[config.mk]
export PLATFORM = sky130hd
export DESIGN_NAME = ifetch_unit
export DESIGN_NICKNAME = d
export VERILOG_FILES = /design/src/rtl/rv_pkg.sv /design/src/rtl/fetch_fifo.sv /design/src/rtl/ifetch_unit.sv
export SDC_FILE = /design/constraint.sdc
export NUM_CORES = 1
export LEC_CHECK = 0
export CAP_MARGIN = 10
export CORE_ASPECT_RATIO = 1.75
export CORE_MARGIN = 4
export CORE_UTILIZATION = 48
export CTS_BUF_LIST = sky130_fd_sc_hd__clkbuf_8
export CTS_CLUSTER_DIAMETER = 30
export DETAILED_ROUTE_END_ITERATION = 16
export PLACE_DENSITY_LB_ADDON = 0.08
export SKIP_LAST_GASP = 1
export SLEW_MARGIN = 20
export SYNTH_ARGS = -nofsm -noshare
export SYNTH_HDL_FRONTEND = slang
export SYNTH_HIERARCHICAL = 1
export SYNTH_SLANG_ARGS = --single-unit
[constraint.sdc]
create_clock -name clk -period 4.8 [get_ports clk]
set_clock_uncertainty 0.05 [all_clocks]
set_input_delay 0.96 -clock clk [delete_from_list [all_inputs] [get_ports clk]]
set_output_delay 0.96 -clock clk [all_outputs]
set_load 0.1 [all_outputs]
[src/rtl/rv_pkg.sv]
// Shared RV32I definitions used across the fetch path.
package rv_pkg;

  localparam int unsigned XLEN = 32;
  localparam logic [XLEN-1:0] NOP_INSTR = 32'h0000_0013;

  typedef struct packed {
    logic [XLEN-1:0] instr;
    logic [XLEN-1:0] pc;
  } fetch_entry_t;

endpackage

[src/rtl/fetch_fifo.sv]
// Small synchronous queue of fetched {instr, pc} entries with flush and occupancy count.
module fetch_fifo
  import rv_pkg::*;
#(
  parameter int unsigned DEPTH = 2
) (
  input  logic                         clk,
  input  logic                         reset,
  input  logic                         flush,
  input  logic                         push,
  input  fetch_entry_t                 push_data,
  input  logic                         pop,
  output fetch_entry_t                 head,
  output logic [$clog2(DEPTH+1)-1:0]   count
);

  localparam int unsigned PW = (DEPTH > 1) ? $clog2(DEPTH) : 1;
  localparam int unsigned CW = $clog2(DEPTH + 1);

  fetch_entry_t  mem [DEPTH];
  logic [PW-1:0] wr_ptr;
  logic [PW-1:0] rd_ptr;
  logic [CW-1:0] cnt;
  logic          do_push;
  logic          do_pop;

  function automatic logic [PW-1:0] bump(input logic [PW-1:0] p);
    return (32'(p) == DEPTH - 1) ? '0 : p + PW'(1);
  endfunction

  // Flush voids both the push and the pop of the same cycle.
  assign do_pop  = pop && !flush && (cnt != '0);
  assign do_push = push && !flush && ((cnt != CW'(DEPTH)) || do_pop);

  always_ff @(posedge clk or posedge reset) begin
    if (reset) begin
      wr_ptr <= '0;
      rd_ptr <= '0;
      cnt    <= '0;
    end else if (flush) begin
      wr_ptr <= '0;
      rd_ptr <= '0;
      cnt    <= '0;
    end else begin
      if (do_push) wr_ptr <= bump(wr_ptr);
      if (do_pop)  rd_ptr <= bump(rd_ptr);
      cnt <= cnt + CW'(do_push) - CW'(do_pop);
    end
  end

  // Storage needs no reset; entries are only read while count is non-zero.
  always_ff @(posedge clk) begin
    if (do_push) mem[wr_ptr] <= push_data;
  end

  assign head  = mem[rd_ptr];
  assign count = cnt;

endmodule

[src/rtl/ifetch_unit.sv]
// RV32I instruction fetch: owns the PC, issues credit-limited word reads,
// buffers responses for decode and handles redirects by dropping stale responses.
module ifetch_unit
  import rv_pkg::*;
#(
  parameter logic [31:0] RESET_PC   = 32'h0000_0000,
  parameter int unsigned FIFO_DEPTH = 2
) (
  input  logic        clk,
  input  logic        reset,
  output logic        imem_req_valid,
  input  logic        imem_req_ready,
  output logic [31:0] imem_req_addr,
  input  logic        imem_rsp_valid,
  input  logic [31:0] imem_rsp_data,
  input  logic        PCSrc,
  input  logic [31:0] PCTarget,
  output logic        instr_valid,
  input  logic        instr_ready,
  output logic [31:0] Instr,
  output logic [31:0] PC,
  output logic [31:0] PCPlus4
);

  localparam int unsigned CW = $clog2(FIFO_DEPTH + 1);
  localparam int unsigned SW = CW + 1;

  logic [XLEN-1:0] fetch_pc;
  logic [XLEN-1:0] enq_pc;
  logic [XLEN-1:0] tgt_pc;
  logic [CW-1:0]   outstanding;
  logic [CW-1:0]   outstanding_nxt;
  logic [CW-1:0]   drop;
  logic [CW-1:0]   occ;
  logic            req_fire;
  logic            push;
  logic            pop;
  fetch_entry_t    head;
  fetch_entry_t    push_entry;

  assign tgt_pc = {PCTarget[XLEN-1:2], 2'b00};

  // Credits cover both buffered words and words still in flight.
  assign imem_req_valid = !reset && ((SW'(occ) + SW'(outstanding)) < SW'(FIFO_DEPTH));
  assign imem_req_addr  = fetch_pc;
  assign req_fire       = imem_req_valid && imem_req_ready;

  assign push = imem_rsp_valid && (drop == '0) && !PCSrc;
  assign pop  = instr_valid && instr_ready && !PCSrc;

  assign outstanding_nxt = outstanding + CW'(req_fire) - CW'(imem_rsp_valid);

  assign push_entry = '{instr: imem_rsp_data, pc: enq_pc};

  // Every word still in flight after a redirect belongs to the old stream.
  always_ff @(posedge clk or posedge reset) begin
    if (reset) begin
      fetch_pc    <= RESET_PC;
      enq_pc      <= RESET_PC;
      outstanding <= '0;
      drop        <= '0;
    end else begin
      outstanding <= outstanding_nxt;
      if (PCSrc) begin
        fetch_pc <= tgt_pc;
        enq_pc   <= tgt_pc;
        drop     <= outstanding_nxt;
      end else begin
        if (req_fire) fetch_pc <= fetch_pc + 32'd4;
        if (push)     enq_pc   <= enq_pc + 32'd4;
        if (imem_rsp_valid && (drop != '0)) drop <= drop - CW'(1);
      end
    end
  end

  fetch_fifo #(
    .DEPTH (FIFO_DEPTH)
  ) u_fifo (
    .clk       (clk),
    .reset     (reset),
    .flush     (PCSrc),
    .push      (push),
    .push_data (push_entry),
    .pop       (pop),
    .head      (head),
    .count     (occ)
  );

  assign instr_valid = (occ != '0);
  assign Instr       = instr_valid ? head.instr : NOP_INSTR;
  assign PC          = instr_valid ? head.pc : '0;
  assign PCPlus4     = instr_valid ? head.pc + 32'd4 : '0;

endmodule

Word-level counts from Yosys, hierarchy flattened
Memory sizes are Yosys's and may differ from the RTL's. Cells that the tools add are included. W data, S select, Z words.

$add $sub $neg: 11. Eq/ne operators: 1. Reduce and logical (&&, ||, !) cells: 22. Order comparisons: 1. Mux-type cells: 18.

Operator list (number): $mux W32 (7); $add A32 B3 Y32 const B (3); $reduce_bool A2 Y1 (7); $logic_and A1 B1 Y1 (11); $mux W1 (8); $mux W2 (3); $add A2 B1 Y2 (2); $sub A2 B1 Y2 (2); $add A2 B2 Y3 (1); $lt A3 B2 Y1 const B (1); $add A1 B1 Y1 const B (2); $logic_not A1 Y1 (2); $logic_not A2 Y1 (1); $ne A2 B2 Y1 const B (1); $sub A2 B1 Y2 const B (1); $logic_or A1 B1 Y1 (1).

Register bits after elaboration: 72. Memory bits (writable): 128. Word-level logic and storage cells: 61. Bits of input ports: 70. Output and inout bits: 130. Memories: 1.

Memories: u_fifo.mem (words 2, width 64, read ports 1, clocked after memory_dff 0, write ports 1, RTL line fetch_fifo.sv:20) `fetch_entry_t mem [DEPTH];`.

Longest topological paths before layout
Gate-level depths: netlist of run 1.

Depth in word-level cells: 10. Depth in mapped cells: 11. Depth with buffers taken out: 10.

Modules after synthesis
The synthesis of run 1 kept the hierarchy.

By module, submodules not included: fetch_fifo (seq. area each 3943.8 µm², cells each 222, times used 1, area each 4838.4 µm²); ifetch_unit (seq. area each 1601.5 µm², cells each 558, times used 1, area each 4800.9 µm²).

Worst setup path after synthesis of run 1
OpenSTA, ideal clock, no wires.

Kind: input to register. From: input PCSrc. To: memory u_fifo/mem[0][0] in the netlist's numbering (enable). Path buffers: 2. Stages: 7. Path slack: -578 ps. Arrival: 4841 ps. Data required time: 4263 ps. Setup time: 487 ps. Cells stage by stage: inv_1 > clkbuf_1 > clkbuf_1 > and3_1 > or3b_1 > nand3b_1 > nor2_1.

Longest elaborated chain between the ends: 8. Elaborated cells on any way between the ends: 10. Classes of those cells: mux (2); reduce/logical (8).

RTL lines: start, declared (RTL line ifetch_unit.sv:16) `input logic PCSrc,`; $logic_not A1 Y1 (RTL line ifetch_unit.sv:49) `assign pop = instr_valid && instr_ready && !PCSrc;`; $logic_and A1 B1 Y1 (RTL line ifetch_unit.sv:49); via pop (RTL line ifetch_unit.sv:37) `logic pop;`; $logic_and A1 B1 Y1 (2 in a row) (RTL line fetch_fifo.sv:32) `assign do_pop = pop && !flush && (cnt != '0);`; $logic_or A1 B1 Y1 (RTL line fetch_fifo.sv:33) `assign do_push = push && !flush && ((cnt != CW'(DEPTH)) || do_pop);`; $logic_and A1 B1 Y1 (RTL line fetch_fifo.sv:33); $mux W1 (RTL line fetch_fifo.sv:53) `if (do_push) mem[wr_ptr] <= push_data;`; $mux W1 (implied by the code) (RTL line fetch_fifo.sv:53); end, declared (RTL line fetch_fifo.sv:20).

The timed path passes the listed nets, and every way through them passes these cells.

==> run_results.csv, run 1 <==
group,metric,value,unit
run_status,outcome,"finished, final reports clean",
layout,design_area,11980,um^2
setup_path,critical-path-max-stage-delay,550,ps
floorplan,pin_count,200,
clock_tree,clockBufferDepth,2,
global_route,globalRouteOverflowTotal,0,
detailed_routing,ant_nets,0,
detailed_routing,routed_wl,22.01,mm
detailed_routing,vias,6526,
timing,tightest_slew,982.6,ps
setup_path,cp-end-kind,"primary output",
global_route,grt_pass1_vias,6802,
setup_path,slowest_stage,"dfrtp_2",
floorplan,start_util,48.83,%
pwr,power_density,350.9,nW/um^2
synthesis,synthArstFlopShare,34.69,%
clock_tree,cts_sinks,196,
synthesis,synth_top_area_share,39.88,%
clock_tree,ctsHoldBuffers,0,
pwr,peakVddDrop,0.1876,mV
setup_path,path_common_cell,"mux2_2",
timing,rsz0062_at_grt,"no",
timing,hold_viol,0,
synthesis,yosysWarnings,6,
synthesis,ys_ff_latch,196,
synthesis,synth.most_common_cell,"edfxtp_1",
placement,portBuffers,195,
clock_tree,cts_tree,"done",
setup_path,path_cells,"mux2_2 > nand4_1 > or3_1 > or3_4 > nor3_1 > mux2_2 > buf_4",
detailed_routing,firstDrtPassIters,5,
setup_path,crit_buf_inv,1,
synthesis,synth_area_per_cell,12.36,um^2
setup_path,critPathRequiredTime,3790,ps
clock_tree,htree_levels,4,
synthesis,netlist_area,9639,um^2
layout,n_antenna_cell,0,
global_route,grt_pass1_wl,34.94,mm
layout,area_growth,24.26,%
timing,fin_setup_tns,0,ps
timing,fin_crit,4324,ps
clock_tree,root_buffer,"clkbuf_8",
layout,drive_gt1_share,25.46,%
timing,slew_violations,0,
synthesis,ys_seq_area_share,57.53,%
setup_path,startpoint,"u_fifo/rd_ptr",
timing,setup_violations,0,
synthesis,syn-instance-count,780,
clock_tree,post-cts-setup-buffers,0,
setup_path,reg2reg_to,"imem_req_addr[21]",
synthesis,synth_common_cells,"edfxtp_1 (128), mux2_2 (101), and2_1 (69)",
setup_path,worstPathArrival,3310,ps
synthesis,synthTopCellsByArea,"edfxtp_1 (40%), dfrtp_1 (18%), mux2_2 (12%), and2_1 (4.5%), xor2_1 (4.1%)",
placement,dp_hpwl,16.23,mm
synthesis,synth_top_area_cell,"edfxtp_1",
clock_tree,clk_latency,450,ps
floorplan,die_height,195.5,um
floorplan,die_w,115.1,um
pwr,leakagePower,4.520,nW
timing,max-slew-margin-rel,34.29,%
setup_path,ff2ff_setup_slack,1840,ps
clock_tree,post_cts_resized,0,
placement,gp_congestion,0.9085,
setup_path,startpoint_type,"flop",
setup_path,worstSetupEndpoint,"PCPlus4[31]",
detailed_routing,wire_per_inst,17.88,um
detailed_routing,dr.first_iter.drc_count,300,
placement,place_area,11620,um^2
global_route,antenna_found_initial,0,
timing,period_share,90.08,%
setup_path,critical_path_class,"reg -> out",
floorplan,core_area,19740,um^2
clock_tree,clk_pin_slew,100,ps
global_route,grt_start_max_net_pins,66,
synthesis,synth_edf_count,128,
setup_path,cp_num_cells,7,
clock_tree,cts_buffers,17,
floorplan,num_rows,68,
synthesis,synth_cell_types,38,
setup_path,cp_max_fo,17,
job,drv_cap,0,
detailed_routing,via_per_inst,5.301,
detailed_routing,drc,0,
worst_hold_path,min_path_type,"reg -> reg",
setup_path,r2r_start,"u_fifo/count[0]",
global_route,grt_use_total,19.59,%
setup_path,reg2regPathDepth,8,
synthesis,synthFlopType,"edfxtp_1",
setup_path,critPathTopFamily,"simple AND/OR/NAND/NOR gates",
layout,layout.nets,1052,
floorplan,fp.dieArea,22500,um^2
timing,fmax,231.3,MHz
how the worst min path moves through the flow:
stage          startpoint           endpoint  slack [ps]  cells after the start
3_5_place_dp   enq_pc[31]  u_fifo/mem[0][31]         430                      0
2_1_floorplan  enq_pc[23]  u_fifo/mem[0][23]         390                      0
6_report       enq_pc[23]  u_fifo/mem[0][23]         470                      0
3_3_place_gp   enq_pc[23]  u_fifo/mem[0][23]         420                      0
4_1_cts        enq_pc[31]  u_fifo/mem[0][31]         470                      0
5_1_grt        enq_pc[31]  u_fifo/mem[1][31]         480                      0
layout make-up:
cell class / count / area, um^2
inverters: 21 / 78.83
clock buffers: 18 / 247.7
fillers: 1628 / 7761
repair buffers: 206 / 1804
flip-flops and latches: 196 / 5547
multi-input cells: 531 / 3882
clock inverters: 14 / 111.4
well taps: 245 / 306.5
stage by stage:
stage	power [mW]	hold slack [ps]	utilization, %	cells	setup WS (ps)
floorplan	2.946	392.1	-	785	-577.9
global placement	3.240	415.1	58.86	1199	949.3
detailed placement	3.266	428.4	58.86	1199	941.2
CTS	4.249	470.5	60.68	1231	437.1
global route	4.399	475.2	60.68	1231	301.5
finish	4.204	469.4	60.68	1231	476.0
sequential cells by signal (all words and copies together), names as in the netlist:
register	count
drop	2
enq_pc	30
imem_req_addr	30
outstanding	2
u_fifo/count	2
u_fifo/mem	128
u_fifo/rd_ptr	1
u_fifo/wr_ptr	1
per-layer routing:
| layer | up-vias | global-route usage [%] | wire length, um |
|---|---|---|---|
| met4 | 0 | 8.050 | 733 |
| met1 | 3125 | 22.68 | 8503 |
| met5 | - | 0 | 0 |
| met2 | 212 | 35.12 | 11650 |
| met3 | 41 | 3.349 | 1118 |
| li1 | 3148 | - | - |
cell families after synthesis:
kind of cell	after synthesis	share of synthesized area (%)
compound gates	33	2.116
xor+xnor	88	7.996
fa+ha+maj	9	1.246
buf+inv	58	2.674
flops	196	57.53
mux	104	12.11
other cells	1	0.03890
simple gates	291	16.29
where the power goes:
| part | internal [mW] | switching [mW] |
|---|---|---|
| logic | 0.339 | 0.856 |
| clock network | 0.424 | 0.553 |
| registers | 1.93 | 0.101 |
| total | 2.69 | 1.51 |
worst reg2reg max path: stages (launching register included):
cell     delay (ps)
dfrtp_1         430
and2_1          170
fa_1            480
nor4b_2         280
buf_4           250
nand4_1         360
nor4_1          470
xor2_1          110
mux2_2          270
cell usage in the layout, fill, tap and decap left out, types with 5 or more instances in the layout:
master	netlist	final
a21boi_0	12	12
a21oi_1	13	12
and2_1	69	69
and3_1	6	6
and4_1	9	9
buf_4	9	107
clkbuf_8	0	18
clkdlybuf4s50_1	0	98
clkinv_2	0	6
conb_1	1	6
dfrtp_1	68	67
edfxtp_1	128	128
ha_1	8	8
inv_1	21	21
inv_6	0	5
mux2_2	101	101
nand2_1	39	39
nand2b_1	10	10
nand3_1	25	25
nand4_1	19	19
nor2_1	59	56
nor3_1	21	21
nor4_1	21	21
o21ai_0	5	5
xnor2_1	43	43
xor2_1	45	45
(Power assumes the default switching activity.)
==> inputs of run 2 (changes only) <==
--- a/config.mk
+++ b/config.mk
@@ -5,12 +5,13 @@
 export SDC_FILE = /design/constraint.sdc
 export NUM_CORES = 1
 export LEC_CHECK = 0
+export ABC_CLOCK_PERIOD_IN_PS = 4800
 export CAP_MARGIN = 10
 export CORE_ASPECT_RATIO = 1.75
 export CORE_MARGIN = 4
 export CORE_UTILIZATION = 48
 export CTS_BUF_LIST = sky130_fd_sc_hd__clkbuf_8
-export CTS_CLUSTER_DIAMETER = 30
+export CTS_CLUSTER_DIAMETER = 50
 export DETAILED_ROUTE_END_ITERATION = 16
 export PLACE_DENSITY_LB_ADDON = 0.08
 export SKIP_LAST_GASP = 1
==> results of run 2 <==
Same layout as run 1: the final DEF is identical, and so are final timing and power.
==> inputs of run 3 (changes only) <==
==> constraint.sdc (replaced) <==
create_clock -name clk -period 4.8 [get_ports clk]
set_clock_uncertainty 0.05 [all_clocks]
set_input_delay 0.96 -clock clk [delete_from_list [all_inputs] [get_ports clk]]
set_output_delay 0.96 -clock clk [all_outputs]
set_load 0.02 [all_outputs]
==> run 3 against run 2 <==
Net effect: sequential cell count stayed put; critical endpoint is now PCPlus4[29]; global-route usage is 0.33 points higher; largest cell class unchanged; core utilization increased by 1.6 points; die area unchanged.
==> run_results.csv, run 3 (synthesized netlist as in run 1, its figures left out) <==
group,metric,value,unit
floorplan,die_height,195.5,um
timing,layout_setup_ws,139.1,ps
floorplan,start_util,48.83,%
global_route,use_met3,3.566,%
clock_tree,clk_pin_slew,90,ps
placement,dp_hpwl,16.58,mm
setup_path,critPathRequiredTime,3790,ps
detailed_routing,drc,0,
global_route,grt_use_total,19.92,%
layout,n_antenna_cell,0,
timing,slew_violations,0,
timing,period_share,97.10,%
setup_path,startpoint_type,"flop",
layout,layout_common_cells,"clkdlybuf4s50_1 (195), edfxtp_1 (128), mux2_2 (101), and2_1 (69), dfrtp_1 (67)",
setup_path,r2r_start,"u_fifo/count[0]",
floorplan,pin_count,200,
timing,fmax,214.6,MHz
layout,design_area,12290,um^2
floorplan,num_rows,68,
detailed_routing,wire_per_inst,17.98,um
clock_tree,clk_latency,460,ps
global_route,use_met2,35.55,%
placement,place_area,11880,um^2
clock_tree,post-cts-setup-buffers,0,
layout,utilization,62.26,%
timing,hold_viol,0,
timing,rsz0062_at_grt,"no",
clock_tree,htree_levels,4,
setup_path,cp_max_fo,15,
clock_tree,root_buffer,"clkbuf_8",
global_route,globalRouteOverflowTotal,0,
layout,mostFrequentLayoutCell,"clkdlybuf4s50_1",
placement,pre_cts_ws,577.6,ps
timing,fin_setup_tns,0,ps
layout,drive_gt1_share,15.96,%
setup_path,startpoint,"u_fifo/rd_ptr",
setup_path,worstSetupEndpoint,"PCPlus4[29]",
clock_tree,cts_buffers,17,
layout,layout.nets,1056,
layout,area_growth,27.49,%
clock_tree,post_cts_resized,0,
job,drv_cap,0,
clock_tree,cts_tree,"done",
pwr,power_density,314.3,nW/um^2
layout,largest_register_ffs,128,
layout,top_register,"u_fifo/mem",
placement,placed_cells,1203,
layout,fin_cells,1235,
timing,worst_hold_slack,447.1,ps
pwr,p_total,3.863,mW
global_route,grt_start_max_net_pins,66,
timing,max-slew-margin-rel,51.04,%
setup_path,critical_path_class,"reg -> out",
timing,tightest_slew,734.3,ps
pwr,peakVddDrop,0.1958,mV
timing,fin_crit,4661,ps
detailed_routing,firstDrtPassIters,4,
clock_tree,cts_sinks,196,
run_status,outcome,"finished, final reports clean",
setup_path,reg2regPathDepth,8,
detailed_routing,via_per_inst,5.308,
setup_path,ff2ff_setup_slack,1620,ps
clock_tree,ctsHoldBuffers,0,
global_route,gr-usage-met1,22.85,%
detailed_routing,vias,6555,
setup_path,reg2reg_to,"imem_req_addr[26]",
worst_hold_path,min_path_type,"reg -> reg",
setup_path,cp-end-kind,"primary output",
global_route,grt_pass1_wl,35.16,mm
pwr,leakagePower,4.353,nW
timing,setup_violations,0,
placement,portBuffers,195,
global_route,grt_pass1_vias,6909,
detailed_routing,dr.first_iter.drc_count,342,
global_route,antenna_found_initial,0,
detailed_routing,ant_nets,0,
floorplan,fp.dieArea,22500,um^2
detailed_routing,routed_wl,22.21,mm
placement,gp_congestion,0.9356,
global_route,top_usage_layer,"met2",
floorplan,die_w,115.1,um
setup_path,worstPathArrival,3650,ps
layout,fillers,1676,
clock_tree,clockBufferDepth,2,
floorplan,core_area,19740,um^2
run 3: cell type report:
type                    count  area [um^2]  share of cell area (%)
flip-flops and latches    196         5549                   45.15
inverters                  21        78.83                  0.6414
multi-input cells         531         3884                   31.60
well taps                 245        306.5                   2.494
clock buffers              17        234.0                   1.904
clock inverters            15        168.9                   1.374
repair buffers            210         2068                   16.83
run 3: critical path, cell delays in order, from the launching register on:
cell and delay (ps):
dfrtp_4 590, mux2_2 330, nand4_1 260, or3_4 500
or3_4 410, or3_1 310, a21oi_1 170, clkdlybuf4s50_1 630
run 3: worst min path at each step:
| stage | from | slack, ps | cells past startpoint | to |
|---|---|---|---|---|
| 2_1_floorplan | enq_pc[23] | 390 | 0 | u_fifo/mem[0][23] |
| 3_3_place_gp | enq_pc[23] | 410 | 0 | u_fifo/mem[0][23] |
| 3_5_place_dp | enq_pc[23] | 430 | 0 | u_fifo/mem[0][23] |
| 4_1_cts | enq_pc[23] | 450 | 0 | u_fifo/mem[1][23] |
| 5_1_grt | enq_pc[23] | 470 | 0 | u_fifo/mem[0][23] |
| 6_report | enq_pc[23] | 450 | 0 | u_fifo/mem[0][23] |
run 3: routing by layer:
metal / vias to the layer above / part of all wire, %
li1: 3143 / -
met1: 3158 / 38
met2: 213 / 53
met3: 41 / 5.0
met4: 0 / 3.4
met5: - / 0
run 3: power by group:
part	switching (mW)	total, mW	leakage (nW)	internal [mW]
sequential	0.102	2.03	1.94	1.93
clock	0.609	1.09	0.202	0.479
combinational	0.386	0.744	2.21	0.358
